### config.mk
export PLATFORM = sky130hd
export DESIGN_NAME = wb_crypto_slave
export DESIGN_NICKNAME = d
export VERILOG_FILES = /design/src/rtl/wb_crypto_pkg.sv /design/src/rtl/wb_slave_if.sv /design/src/rtl/wb_crypto_slave.sv
export SDC_FILE = /design/constraint.sdc
export NUM_CORES = 1
export LEC_CHECK = 0
export CAP_MARGIN = 10
export CORE_ASPECT_RATIO = 1.5
export CORE_MARGIN = 2
export CORE_UTILIZATION = 51
export DETAILED_ROUTE_END_ITERATION = 16
export PLACE_DENSITY = 0.87
export SETUP_SLACK_MARGIN = 0.2
export SLEW_MARGIN = 20
export SYNTH_ARGS = -nofsm -noshare
export SYNTH_HDL_FRONTEND = slang
export SYNTH_SLANG_ARGS = --single-unit
### constraint.sdc
create_clock -name wb_clk_i -period 11.9 [get_ports wb_clk_i]
set_input_delay 2.38 -clock wb_clk_i [delete_from_list [all_inputs] [get_ports wb_clk_i]]
set_output_delay 2.38 -clock wb_clk_i [all_outputs]
set_load 0.01 [all_outputs]
### src/rtl/wb_crypto_pkg.sv
// Shared register map, bit positions and sequencer states for the Wishbone crypto slave.
package wb_crypto_pkg;

  localparam logic [7:0] OFF_CTRL   = 8'h00;
  localparam logic [7:0] OFF_STATUS = 8'h04;
  localparam logic [7:0] OFF_KEY    = 8'h10;
  localparam logic [7:0] OFF_DIN    = 8'h40;
  localparam logic [7:0] OFF_DOUT   = 8'h80;

  localparam int CTRL_START   = 0;
  localparam int CTRL_IRQ_EN  = 1;
  localparam int STAT_BUSY    = 0;
  localparam int STAT_DONE    = 1;
  localparam int STAT_TIMEOUT = 2;

  typedef enum logic {
    ST_IDLE = 1'b0,
    ST_RUN  = 1'b1
  } state_t;

  // Byte-lane merge of a write into an existing 32-bit word.
  function automatic logic [31:0] apply_sel(input logic [31:0] old_w,
                                            input logic [31:0] new_w,
                                            input logic [3:0]  sel);
    logic [31:0] r;
    r = old_w;
    for (int b = 0; b < 4; b++)
      if (sel[b]) r[8*b +: 8] = new_w[8*b +: 8];
    return r;
  endfunction

endpackage

### src/rtl/wb_slave_if.sv
// Wishbone front end: address decode, one-cycle ack, latched write port and registered read data.
module wb_slave_if #(
  parameter logic [31:0] BASE_ADDR = 32'h3000_0000
) (
  input  logic        clk,
  input  logic        rst,
  input  logic        wbs_cyc_i,
  input  logic        wbs_stb_i,
  input  logic        wbs_we_i,
  input  logic [3:0]  wbs_sel_i,
  input  logic [31:0] wbs_adr_i,
  input  logic [31:0] wbs_dat_i,
  output logic        wbs_ack_o,
  output logic [31:0] wbs_dat_o,
  output logic [7:0]  rd_off,
  input  logic [31:0] rd_data,
  output logic        wr_en,
  output logic [7:0]  wr_off,
  output logic [3:0]  wr_sel,
  output logic [31:0] wr_data
);

  logic        ack_reg;
  logic        we_reg;
  logic [31:0] dat_reg;
  logic        hit;
  logic        req;

  assign hit = (wbs_adr_i[31:8] == BASE_ADDR[31:8]);
  // Masking with ack_reg makes a held strobe re-request only every second cycle.
  assign req = wbs_cyc_i && wbs_stb_i && hit && !ack_reg;

  always_ff @(posedge clk or posedge rst) begin
    if (rst) begin
      ack_reg <= 1'b0;
      we_reg  <= 1'b0;
      dat_reg <= '0;
      wr_off  <= '0;
      wr_sel  <= '0;
      wr_data <= '0;
    end else begin
      ack_reg <= req;
      dat_reg <= (req && !wbs_we_i) ? rd_data : 32'h0;
      if (req) begin
        we_reg  <= wbs_we_i;
        wr_off  <= wbs_adr_i[7:0];
        wr_sel  <= wbs_sel_i;
        wr_data <= wbs_dat_i;
      end
    end
  end

  assign rd_off    = wbs_adr_i[7:0];
  assign wr_en     = ack_reg && we_reg;
  assign wbs_ack_o = ack_reg;
  assign wbs_dat_o = dat_reg;

endmodule

### src/rtl/wb_crypto_slave.sv
// Register bank and start/done sequencer placed between the Wishbone bus and a block-cipher core.
module wb_crypto_slave import wb_crypto_pkg::*; #(
  parameter logic [31:0] BASE_ADDR = 32'h3000_0000,
  parameter int          KEY_WORDS = 3,
  parameter int          BLK_WORDS = 2,
  parameter int          TIMEOUT   = 1024
) (
  input  logic                   wb_clk_i,
  input  logic                   wb_rst_i,
  input  logic                   wbs_cyc_i,
  input  logic                   wbs_stb_i,
  input  logic                   wbs_we_i,
  input  logic [3:0]             wbs_sel_i,
  input  logic [31:0]            wbs_adr_i,
  input  logic [31:0]            wbs_dat_i,
  output logic                   wbs_ack_o,
  output logic [31:0]            wbs_dat_o,
  output logic                   core_start_o,
  output logic [32*KEY_WORDS-1:0] core_key_o,
  output logic [32*BLK_WORDS-1:0] core_din_o,
  input  logic [32*BLK_WORDS-1:0] core_dout_i,
  input  logic                   core_done_i,
  output logic                   irq_o,
  output logic                   done_o
);

  localparam int CW = (TIMEOUT > 1) ? $clog2(TIMEOUT) : 1;
  localparam logic [CW-1:0] TO_LAST = CW'(TIMEOUT - 1);

  logic        wr_en;
  logic [7:0]  wr_off, rd_off;
  logic [3:0]  wr_sel;
  logic [31:0] wr_data, rd_data;

  state_t        state_reg, state_next;
  logic          irq_en_reg, irq_en_next;
  logic          done_reg, done_next;
  logic          tmo_reg, tmo_next;
  logic          start_reg, start_next;
  logic [CW-1:0] cnt_reg, cnt_next;
  logic          dout_ld;
  logic          idle, ctrl_wr, status_wr;

  logic [31:0] key_reg  [KEY_WORDS];
  logic [31:0] din_reg  [BLK_WORDS];
  logic [31:0] dout_reg [BLK_WORDS];
  logic [KEY_WORDS-1:0] key_we;
  logic [BLK_WORDS-1:0] din_we;

  wb_slave_if #(.BASE_ADDR(BASE_ADDR)) u_if (
    .clk       (wb_clk_i),
    .rst       (wb_rst_i),
    .wbs_cyc_i (wbs_cyc_i),
    .wbs_stb_i (wbs_stb_i),
    .wbs_we_i  (wbs_we_i),
    .wbs_sel_i (wbs_sel_i),
    .wbs_adr_i (wbs_adr_i),
    .wbs_dat_i (wbs_dat_i),
    .wbs_ack_o (wbs_ack_o),
    .wbs_dat_o (wbs_dat_o),
    .rd_off    (rd_off),
    .rd_data   (rd_data),
    .wr_en     (wr_en),
    .wr_off    (wr_off),
    .wr_sel    (wr_sel),
    .wr_data   (wr_data)
  );

  assign idle      = (state_reg == ST_IDLE);
  assign ctrl_wr   = wr_en && (wr_off == OFF_CTRL) && wr_sel[0];
  assign status_wr = wr_en && (wr_off == OFF_STATUS) && wr_sel[0];

  // Operand registers are frozen while the core is running.
  genvar gi;
  generate
    for (gi = 0; gi < KEY_WORDS; gi++) begin : g_key
      assign key_we[gi] = wr_en && idle && (wr_off == OFF_KEY + 8'(4*gi));
      assign core_key_o[32*gi +: 32] = key_reg[gi];
    end
    for (gi = 0; gi < BLK_WORDS; gi++) begin : g_blk
      assign din_we[gi] = wr_en && idle && (wr_off == OFF_DIN + 8'(4*gi));
      assign core_din_o[32*gi +: 32] = din_reg[gi];
    end
  endgenerate

  always_comb begin
    state_next  = state_reg;
    irq_en_next = irq_en_reg;
    done_next   = done_reg;
    tmo_next    = tmo_reg;
    start_next  = 1'b0;
    cnt_next    = cnt_reg;
    dout_ld     = 1'b0;
    if (ctrl_wr) irq_en_next = wr_data[CTRL_IRQ_EN];
    if (status_wr) begin
      if (wr_data[STAT_DONE])    done_next = 1'b0;
      if (wr_data[STAT_TIMEOUT]) tmo_next  = 1'b0;
    end
    // Completion is applied after the W1C so a same-cycle clear loses.
    case (state_reg)
      ST_IDLE: begin
        if (ctrl_wr && wr_data[CTRL_START]) begin
          start_next = 1'b1;
          done_next  = 1'b0;
          tmo_next   = 1'b0;
          cnt_next   = '0;
          state_next = ST_RUN;
        end
      end
      ST_RUN: begin
        if (core_done_i) begin
          dout_ld    = 1'b1;
          done_next  = 1'b1;
          state_next = ST_IDLE;
        end else if (TIMEOUT != 0 && cnt_reg == TO_LAST) begin
          tmo_next   = 1'b1;
          done_next  = 1'b1;
          state_next = ST_IDLE;
        end else begin
          cnt_next = cnt_reg + 1'b1;
        end
      end
      default: state_next = ST_IDLE;
    endcase
  end

  always_ff @(posedge wb_clk_i or posedge wb_rst_i) begin
    if (wb_rst_i) begin
      state_reg  <= ST_IDLE;
      irq_en_reg <= 1'b0;
      done_reg   <= 1'b0;
      tmo_reg    <= 1'b0;
      start_reg  <= 1'b0;
      cnt_reg    <= '0;
    end else begin
      state_reg  <= state_next;
      irq_en_reg <= irq_en_next;
      done_reg   <= done_next;
      tmo_reg    <= tmo_next;
      start_reg  <= start_next;
      cnt_reg    <= cnt_next;
    end
  end

  always_ff @(posedge wb_clk_i or posedge wb_rst_i) begin
    if (wb_rst_i) begin
      for (int k = 0; k < KEY_WORDS; k++) key_reg[k] <= '0;
      for (int k = 0; k < BLK_WORDS; k++) begin
        din_reg[k]  <= '0;
        dout_reg[k] <= '0;
      end
    end else begin
      for (int k = 0; k < KEY_WORDS; k++)
        if (key_we[k]) key_reg[k] <= apply_sel(key_reg[k], wr_data, wr_sel);
      for (int k = 0; k < BLK_WORDS; k++) begin
        if (din_we[k]) din_reg[k] <= apply_sel(din_reg[k], wr_data, wr_sel);
        if (dout_ld)   dout_reg[k] <= core_dout_i[32*k +: 32];
      end
    end
  end

  always_comb begin
    rd_data = '0;
    case (rd_off)
      OFF_CTRL:   rd_data[CTRL_IRQ_EN] = irq_en_reg;
      OFF_STATUS: begin
        rd_data[STAT_TIMEOUT] = tmo_reg;
        rd_data[STAT_DONE]    = done_reg;
        rd_data[STAT_BUSY]    = (state_reg == ST_RUN);
      end
      default: ;
    endcase
    for (int k = 0; k < KEY_WORDS; k++)
      if (rd_off == OFF_KEY + 8'(4*k)) rd_data = key_reg[k];
    for (int k = 0; k < BLK_WORDS; k++) begin
      if (rd_off == OFF_DIN + 8'(4*k))  rd_data = din_reg[k];
      if (rd_off == OFF_DOUT + 8'(4*k)) rd_data = dout_reg[k];
    end
  end

  assign core_start_o = start_reg;
  assign done_o       = done_reg;
  assign irq_o        = done_reg && irq_en_reg;

endmodule
# ---- Word level (Yosys, flattened, before mapping)
# Cells that the tools add are included.
dict set report op_classes {
  add_sub_neg 1
  n_mux 34
  n_eq_ne 19
  n_bitwise 1
  reduce_logical 42
}
# cell n
set ops {}
lappend ops {{$mux W32} 8}
lappend ops {{$eq A8 B5 Y1 const B} 6}
lappend ops {{$reduce_and A2 Y1} 20}
lappend ops {{$eq A8 B7 Y1 const B} 4}
lappend ops {{$mux W10} 3}
lappend ops {{$eq A24 B22 Y1 const B} 1}
lappend ops {{$pmux W10 S2} 1}
lappend ops {{$mux W1} 18}
lappend ops {{$logic_and A1 B1 Y1} 17}
lappend ops {{$eq A8 B3 Y1 const B} 2}
lappend ops {{$eq A8 B8 Y1 const B} 2}
lappend ops {{$logic_not A8 Y1} 2}
lappend ops {{$add A10 B1 Y10 const B} 1}
lappend ops {{$eq A10 B10 Y1 const B} 1}
lappend ops {{$pmux W1 S2} 4}
lappend ops {{$ne A2 B2 Y1 const B} 2}
lappend ops {{$reduce_and A3 Y1} 1}
lappend ops {{$logic_not A1 Y1} 2}
lappend ops {{$ne A2 B1 Y1 const B} 1}
lappend ops {{$not A1 Y1} 1}
dict set report totals {
  inputBits 138
  register_bits 317
  word_cells 131
}

# ---- Depth between registers and ports, before layout
# Gate-level depths: netlist of the first run.
dict set report depth {
  ltp_word 10
  depth_mapped 7
}

# ---- Modules after synthesis
# Synthesis of the first run repeated with hierarchy kept, for this count alone.
dict set report hier_totals {
  hier_cells 1127
  area_unflattened_um2 14211.1
}
# mod n_inst cells_each area_per_inst_um2
set modules_own_cells {}
lappend modules_own_cells {wb_crypto_slave 1 944 11280.8}
lappend modules_own_cells {wb_slave_if 1 183 2930.3}

# ---- Worst setup path after synthesis of the first run
# Ideal clock, no wire load.
dict set report synth_timing {
  path_kind {input port to flip-flop}
  from {input wbs_adr_i[4]}
  to {register u_if.dat_reg[22], in the netlist u_if.wbs_dat_o[22]}
  setup_ns 0.134
  required_ns 11.766
  stages 6
  slack_ns 7.829
  t_arrival_ns 3.937
  n_path_buf 2
  path_cell_list {or4b_1 > buf_2 > clkbuf_1 > or3_2 > a221oi_1 > a311oi_1}
}
dict set report synth_between {
  elab_chain_cells 9
  word_cells_on_any_way 15
}
# item line_no
set synth_rtl {}
lappend synth_rtl {{start: declaration} wb_crypto_slave.sv:14} ;# input logic [31:0] wbs_adr_i,
lappend synth_rtl {{$eq A8 B5 Y1} wb_crypto_slave.sv:174} ;# if (rd_off == OFF_KEY + 8'(4*k)) rd_data = key_reg[k];
lappend synth_rtl {{$mux W32 (3 in series)} wb_crypto_slave.sv:174}
lappend synth_rtl {{$mux W32} wb_crypto_slave.sv:176} ;# if (rd_off == OFF_DIN + 8'(4*k)) rd_data = din_reg[k];
lappend synth_rtl {{$mux W32} wb_crypto_slave.sv:177} ;# if (rd_off == OFF_DOUT + 8'(4*k)) rd_data = dout_reg[k];
lappend synth_rtl {{$mux W32} wb_crypto_slave.sv:176}
lappend synth_rtl {{$mux W32 *} wb_crypto_slave.sv:177}
lappend synth_rtl {{$mux W32 *} wb_slave_if.sv:43} ;# dat_reg <= (req && !wbs_we_i) ? rd_data : 32'h0;
lappend synth_rtl {{end signal: assignment} wb_slave_if.sv:43}
lappend synth_rtl {{end: declaration} wb_slave_if.sv:25} ;# logic [31:0] dat_reg;
# Every way passes the cells marked *; elsewhere a longest branch is shown, timed or not.
# A chain may end at the register's enable or synchronous reset.

# ---- Worst setup path after layout of the first run
dict set report layout_timing {
  from {input wbs_adr_i[4]}
  to {register u_if.dat_reg[6], in the netlist u_if.wbs_dat_o[6]}
}
# The elaborated chain is that of the path after synthesis.

==> results_dict.tcl, run 1 <==
set metrics [dict create \
    run_status "completed" \
    routed_wl_mm 46.8 \
    place_area_mm2 0.0181 \
    syn2layout_area_growth_pct 31.5 \
    power_leakage_nw 8.50 \
    synth_flop_cell "dfrtp_1" \
    clock_latency_ps 580 \
    drc 0 \
    rrSetupSlack_ps 8910 \
    dr.pass1.iters 5 \
    largest_reg_flops 96 \
    setup_viol 0 \
    path_depth 6 \
    cp_cell_sequence "clkdlybuf4s50_1, or4b_1, nor2_4, buf_4, a221oi_1, a2111oi_1" \
    cp.required_ps 12310 \
    crit_fanout 29 \
    final_cell_mix "clkdlybuf4s50_1, dfrtp_1, mux2_2" \
    synth-warning-count 0 \
    hold_path_class "reg -> reg" \
    fp.dieH_um 211 \
    place_inst 1737 \
    synth-seq-cells 317 \
    worst_pin_slew_ps 1040 \
    cts-resized-gates 0 \
    nFillCells 1924 \
    cts_tree "done" \
    slew_viol_final 0 \
    met1_usage_pct 36.1 \
    reg2regPathDepth 6 \
    cts-htree-levels 1 \
    cp_num_buf_inv 2 \
    grt_max_degree 188 \
    ir_worst_vdd_mv 0.110 \
    post-synth-top-area-fraction_pct 54.5 \
    worstPathArrival_ps 5530 \
    syn_nets 1263 \
    clk_pin_slew_ps 60 \
    worst-setup-path-type "in -> reg" \
    numCtsBuffers 30 \
    ios 334 \
    antenna_left 0 \
    critPathCaptureType "flop" \
    cts_sinks 317 \
    dp_hpwl_mm 31.7 \
    ys_types 65 \
    synth_edf_count 0 \
    power.total_mw 2.15 \
    async_reset_ff_share_pct 100 \
    grt_pass1_vias 12086 \
    synth_cells 1124 \
    power_density_mw_per_mm2 112 \
    critPathMaxStageDelay_ps 760 \
    slowest_stage "or4b_1" \
    post-route-period-util_pct 43.0 \
    tns_ps 0 \
    drive_gt1_share_pct 26.2 \
    antenna_found_initial 4 \
    drt-vias-per-instance 6.39 \
    grt_overflow 0 \
    drt_iter0_drc 965 \
    hold_viol_final 0 \
    r2r_start "u_if.wbs_ack_o" \
    min_period_ps 5120 \
    die_area_mm2 0.0299 \
    setup.worst_path.start "wbs_adr_i[4]" \
    cts.path.max_buffers 3 \
    worstSetupStartpointType "primary input" \
    design_area_mm2 0.0191 \
    rsz0062_at_grt "false" \
    layout.cells.non_filler 1795 \
    final_common_cell "clkdlybuf4s50_1" \
    critPathTopFamily "simple AND/OR/NAND/NOR gates" \
    vias 11465 \
    max-slew-margin-rel_pct 30.3 \
    skew_ps 18.6 \
    rows 75 \
    ctsHoldBuffers 0 \
    nets 1562 \
    cts_setup_buffers 0 \
    start_util_pct 51.8 \
    core_mm2 0.0281 \
    met3_usage_pct 6.48 \
    drv_cap 0 \
    yosysTopAreaCell "dfrtp_1" \
    grt_pass1_wl_mm 70.5 \
    io_buffers 333 \
    cts_root_buf "clkbuf_16" \
    synth_seq_area_share_pct 54.5 \
    avgSynthCellArea_um2 12.9 \
    fmax_mhz 195 \
    post_drt_wl_per_cell_um 26.1 \
    ys_top_cells_by_area "dfrtp_1, mux2_2, o211ai_1" \
    cp-endpoint "u_if.wbs_dat_o[6]" \
    gp_congestion 0.891 \
    netlist_area_mm2 0.0145 \
    grtUsageTotal_pct 31.1 \
    die_x_um 142 \
    r2r-end "u_if.wr_data[25]" \
    grt.met2_usage_pct 52.3 \
    busiest_layer "met2" \
]
how the worst min path moves through the flow:
stage	to	cells after the start	from	slack [ps]
after floorplan	cnt_reg[0]	1	cnt_reg[0]	470
after global placement	dout_reg[51]	1	dout_reg[51]	480
after detailed placement	dout_reg[53]	1	dout_reg[53]	490
after CTS	dout_reg[51]	1	dout_reg[51]	500
after global routing	dout_reg[53]	1	dout_reg[53]	510
final	dout_reg[51]	1	dout_reg[51]	500
synth_stat cells, types with 5 or more instances:
cell type	number
nor2_1	40
nand3_1	29
o2bb2ai_1	28
nor3_1	6
and3_1	5
o211ai_1	46
mux2_1	6
nor4_1	7
or3_1	25
o22ai_1	7
clkbuf_1	50
nand2_2	8
nor4_4	5
a211oi_1	5
a21oi_1	32
nand2_4	8
nand2b_1	38
or4_1	6
a311oi_1	23
nand2_1	21
mux2_2	264
inv_1	7
buf_2	23
dfrtp_1	317
a221oi_1	26
worst reg2reg max path, delay by kind of cell, from the launching register on:
family | cells | cell delay, ps
multiplexers | 1 | 450
buffers and inverters | 2 | 970
AND/OR/NAND/NOR | 3 | 990
flip-flops | 1 | 470
layout make-up:
type	count	area [µm²]	area share (%)
multi-input combinational	722	6310	33.0
sequential	317	7930	41.5
clock buffer	45	898	4.70
clock inverter	11	86.3	0.451
inverter	7	33.8	0.177
tap	346	433	2.26
timing repair buffer	345	3430	17.9
antenna	2	5.00	0.0262
per-stage QoR:
stage	hold WS, ps	setup slack, ps	util [%]
final	501	6780	68.2
after CTS	504	6950	68.1
after floorplan	472	749	-
after global routing	508	6760	68.2
after detailed placement	491	6350	64.6
after global placement	480	6510	64.6
where the power goes:
part	internal [mW]	switching [mW]	total (mW)
combinational	0.0504	0.0586	0.109
sequential	1.08	0.000000274	1.08
clock	0.542	0.419	0.961
metal layers:
| layer | share of wire (%) | vias to the layer above |
|---|---|---|
| met1 | 35 | 5746 |
| met5 | 0.049 | - |
| met4 | 6.8 | 4 |
| met3 | 7.5 | 196 |
| li1 | - | 4861 |
| met2 | 51 | 658 |
logic make-up after synthesis:
kind of cell	after synthesis	share of synthesized area (%)
flip-flops	317	54.5
multiplexers	274	21.2
AND/OR/NAND/NOR	241	10.7
AO/OA/AOI/OAI	204	10.9
buffers and inverters	85	2.44
XOR/XNOR	2	0.120
adder cells (fa/ha/maj)	1	0.0860
Note: power is estimated with default switching activity, not from simulation.
==> run 2: changes to the inputs <==
- CORE_UTILIZATION: 51 -> 46
- PLACE_DENSITY: 0.87 -> 0.83
- clock period: 11.9 -> 4.36 ns (I/O delays scaled with it)
==> results_dict.tcl, run 2 (same netlist as run 1, synthesis figures left out) <==
set metrics [dict create \
    antenna_found_initial 9 \
    slew_viol_final 0 \
    nets 1582 \
    vias 11571 \
    place_inst 1816 \
    pre_cts_slack_ps 605 \
    slowest_stage "clkdlybuf4s50_1" \
    cts.path.max_buffers 3 \
    setup.worst_path.start "wbs_adr_i[4]" \
    gp_congestion 0.840 \
    syn2layout_area_growth_pct 33.2 \
    worst-setup-path-type "in -> reg" \
    crit_fanout 19 \
    r2r_start "u_if.wr_off[7]" \
    cts_setup_buffers 0 \
    dp_hpwl_mm 34.4 \
    cp.required_ps 4820 \
    fp.dieH_um 222 \
    largest_reg_flops 96 \
    worstPathArrival_ps 3700 \
    met1Wirelength_mm 16.8 \
    design_area_mm2 0.0194 \
    run_status "completed" \
    post_drt_wl_per_cell_um 26.0 \
    grt_pass1_wl_mm 73.1 \
    hold_ws_ps 499 \
    fmax_mhz 308 \
    critPathMaxStageDelay_ps 840 \
    grt_max_degree 111 \
    worst_pin_slew_ps 1030 \
    drt-vias-per-instance 6.16 \
    setup_viol 0 \
    drc 0 \
    min_period_ps 3240 \
    worstSetupStartpointType "primary input" \
    dr.pass1.iters 5 \
    cp_cell_sequence "clkdlybuf4s50_1, or4b_1, nor2_4, buf_4, o211ai_1, a311oi_1" \
    antenna_left 0 \
    routed_wl_mm 48.7 \
    core_mm2 0.0310 \
    worstHoldStart "dout_reg[37]" \
    die_x_um 149 \
    route.met3.wl_mm 3.73 \
    power_density_mw_per_mm2 300 \
    rows 79 \
    die_area_mm2 0.0331 \
    cts-resized-gates 0 \
    cts_sinks 317 \
    final_cell_mix "clkdlybuf4s50_1, dfrtp_1, mux2_2" \
    ctsHoldBuffers 0 \
    hold_path_class "reg -> reg" \
    numCtsBuffers 30 \
    start_util_pct 46.9 \
    grtUsageTotal_pct 29.4 \
    layout.cells.non_filler 1877 \
    reg2regPathDepth 4 \
    io_buffers 333 \
    topRoutingLayerUsed "met4" \
    cts_tree "done" \
    rsz0062_at_grt "false" \
    power.total_mw 5.82 \
    cts-htree-levels 1 \
    tns_ps 0 \
    clock_latency_ps 570 \
    hold_path_end "dout_reg[37]" \
    r2r-end "core_din_o[15]" \
    drt_iter0_drc 1027 \
    skew_ps 9.28 \
    critPathCaptureType "flop" \
    place_area_mm2 0.0184 \
    drive_gt1_share_pct 26.9 \
    holdPathStages 1 \
    post-route-period-util_pct 74.4 \
    ir_worst_vdd_mv 0.283 \
    grt_pass1_vias 11944 \
    cts_root_buf "clkbuf_16" \
    rrSetupSlack_ps 1580 \
    max-slew-margin-rel_pct 31.3 \
    final_core_util_pct 62.4 \
    hold_viol_final 0 \
    layout_setup_ws_ps 1120 \
    power_leakage_nw 8.58 \
    drv_cap 0 \
    grt_overflow 0 \
    met2_length_mm 24.8 \
    final_common_cell "clkdlybuf4s50_1" \
    ios 334 \
    clk_pin_slew_ps 60 \
]
==> run 2: cell count changes in the layout (fill, tap and decap cells not counted), sizes merged <==
cell | before | now
diode | 2 | 8
clkinvlp | 1 | 2
clkinv | 8 | 5
clkbuf | 45 | 46
inv | 8 | 6
buf | 14 | 34
==> run 2: per-layer routing <==
layer  up-vias  track usage (%)
li1       4904                -
met1      5853             33.8
met2       625             50.1
met3       189             5.76
met4         0             18.4
met5         -                0
==> run 2: where the power goes <==
| part | leakage [nW] | internal [mW] | switching (mW) |
|---|---|---|---|
| registers | 4.41 | 2.94 | 0.000000760 |
| clock network | 0.470 | 1.46 | 1.11 |
| logic | 3.70 | 0.146 | 0.164 |
| total | 8.58 | 4.55 | 1.27 |
==> run 2: final cells by class <==
class	count	area, µm²
sequential	317	7930
antenna	8	20.0
clock inverter	7	66.3
inverter	7	30.0
tap	405	507
fill	2416	11700
timing repair buffer	365	3620
multi-input combinational	722	6310
clock buffer	46	892
==> run 2: worst max-delay path by stage <==
| stage | cells past startpoint | end | slack (ps) |
|---|---|---|---|
| after floorplan | 1 | cnt_reg[0] | -740 |
| after global placement | 5 | u_if.wr_data[15] | 400 |
| after detailed placement | 6 | u_if.wbs_dat_o[18] | 600 |
| after CTS | 6 | u_if.wbs_dat_o[18] | 1200 |
| after global routing | 6 | u_if.wbs_dat_o[13] | 1040 |
| final | 6 | u_if.wbs_dat_o[18] | 1120 |
==> run 2: critical path: cells and delay by family <==
family                 cells  cell delay [ps]
buffers and inverters      2             1150
AOI/OAI and AO/OA          2              410
and+or+nand+nor            2             1260
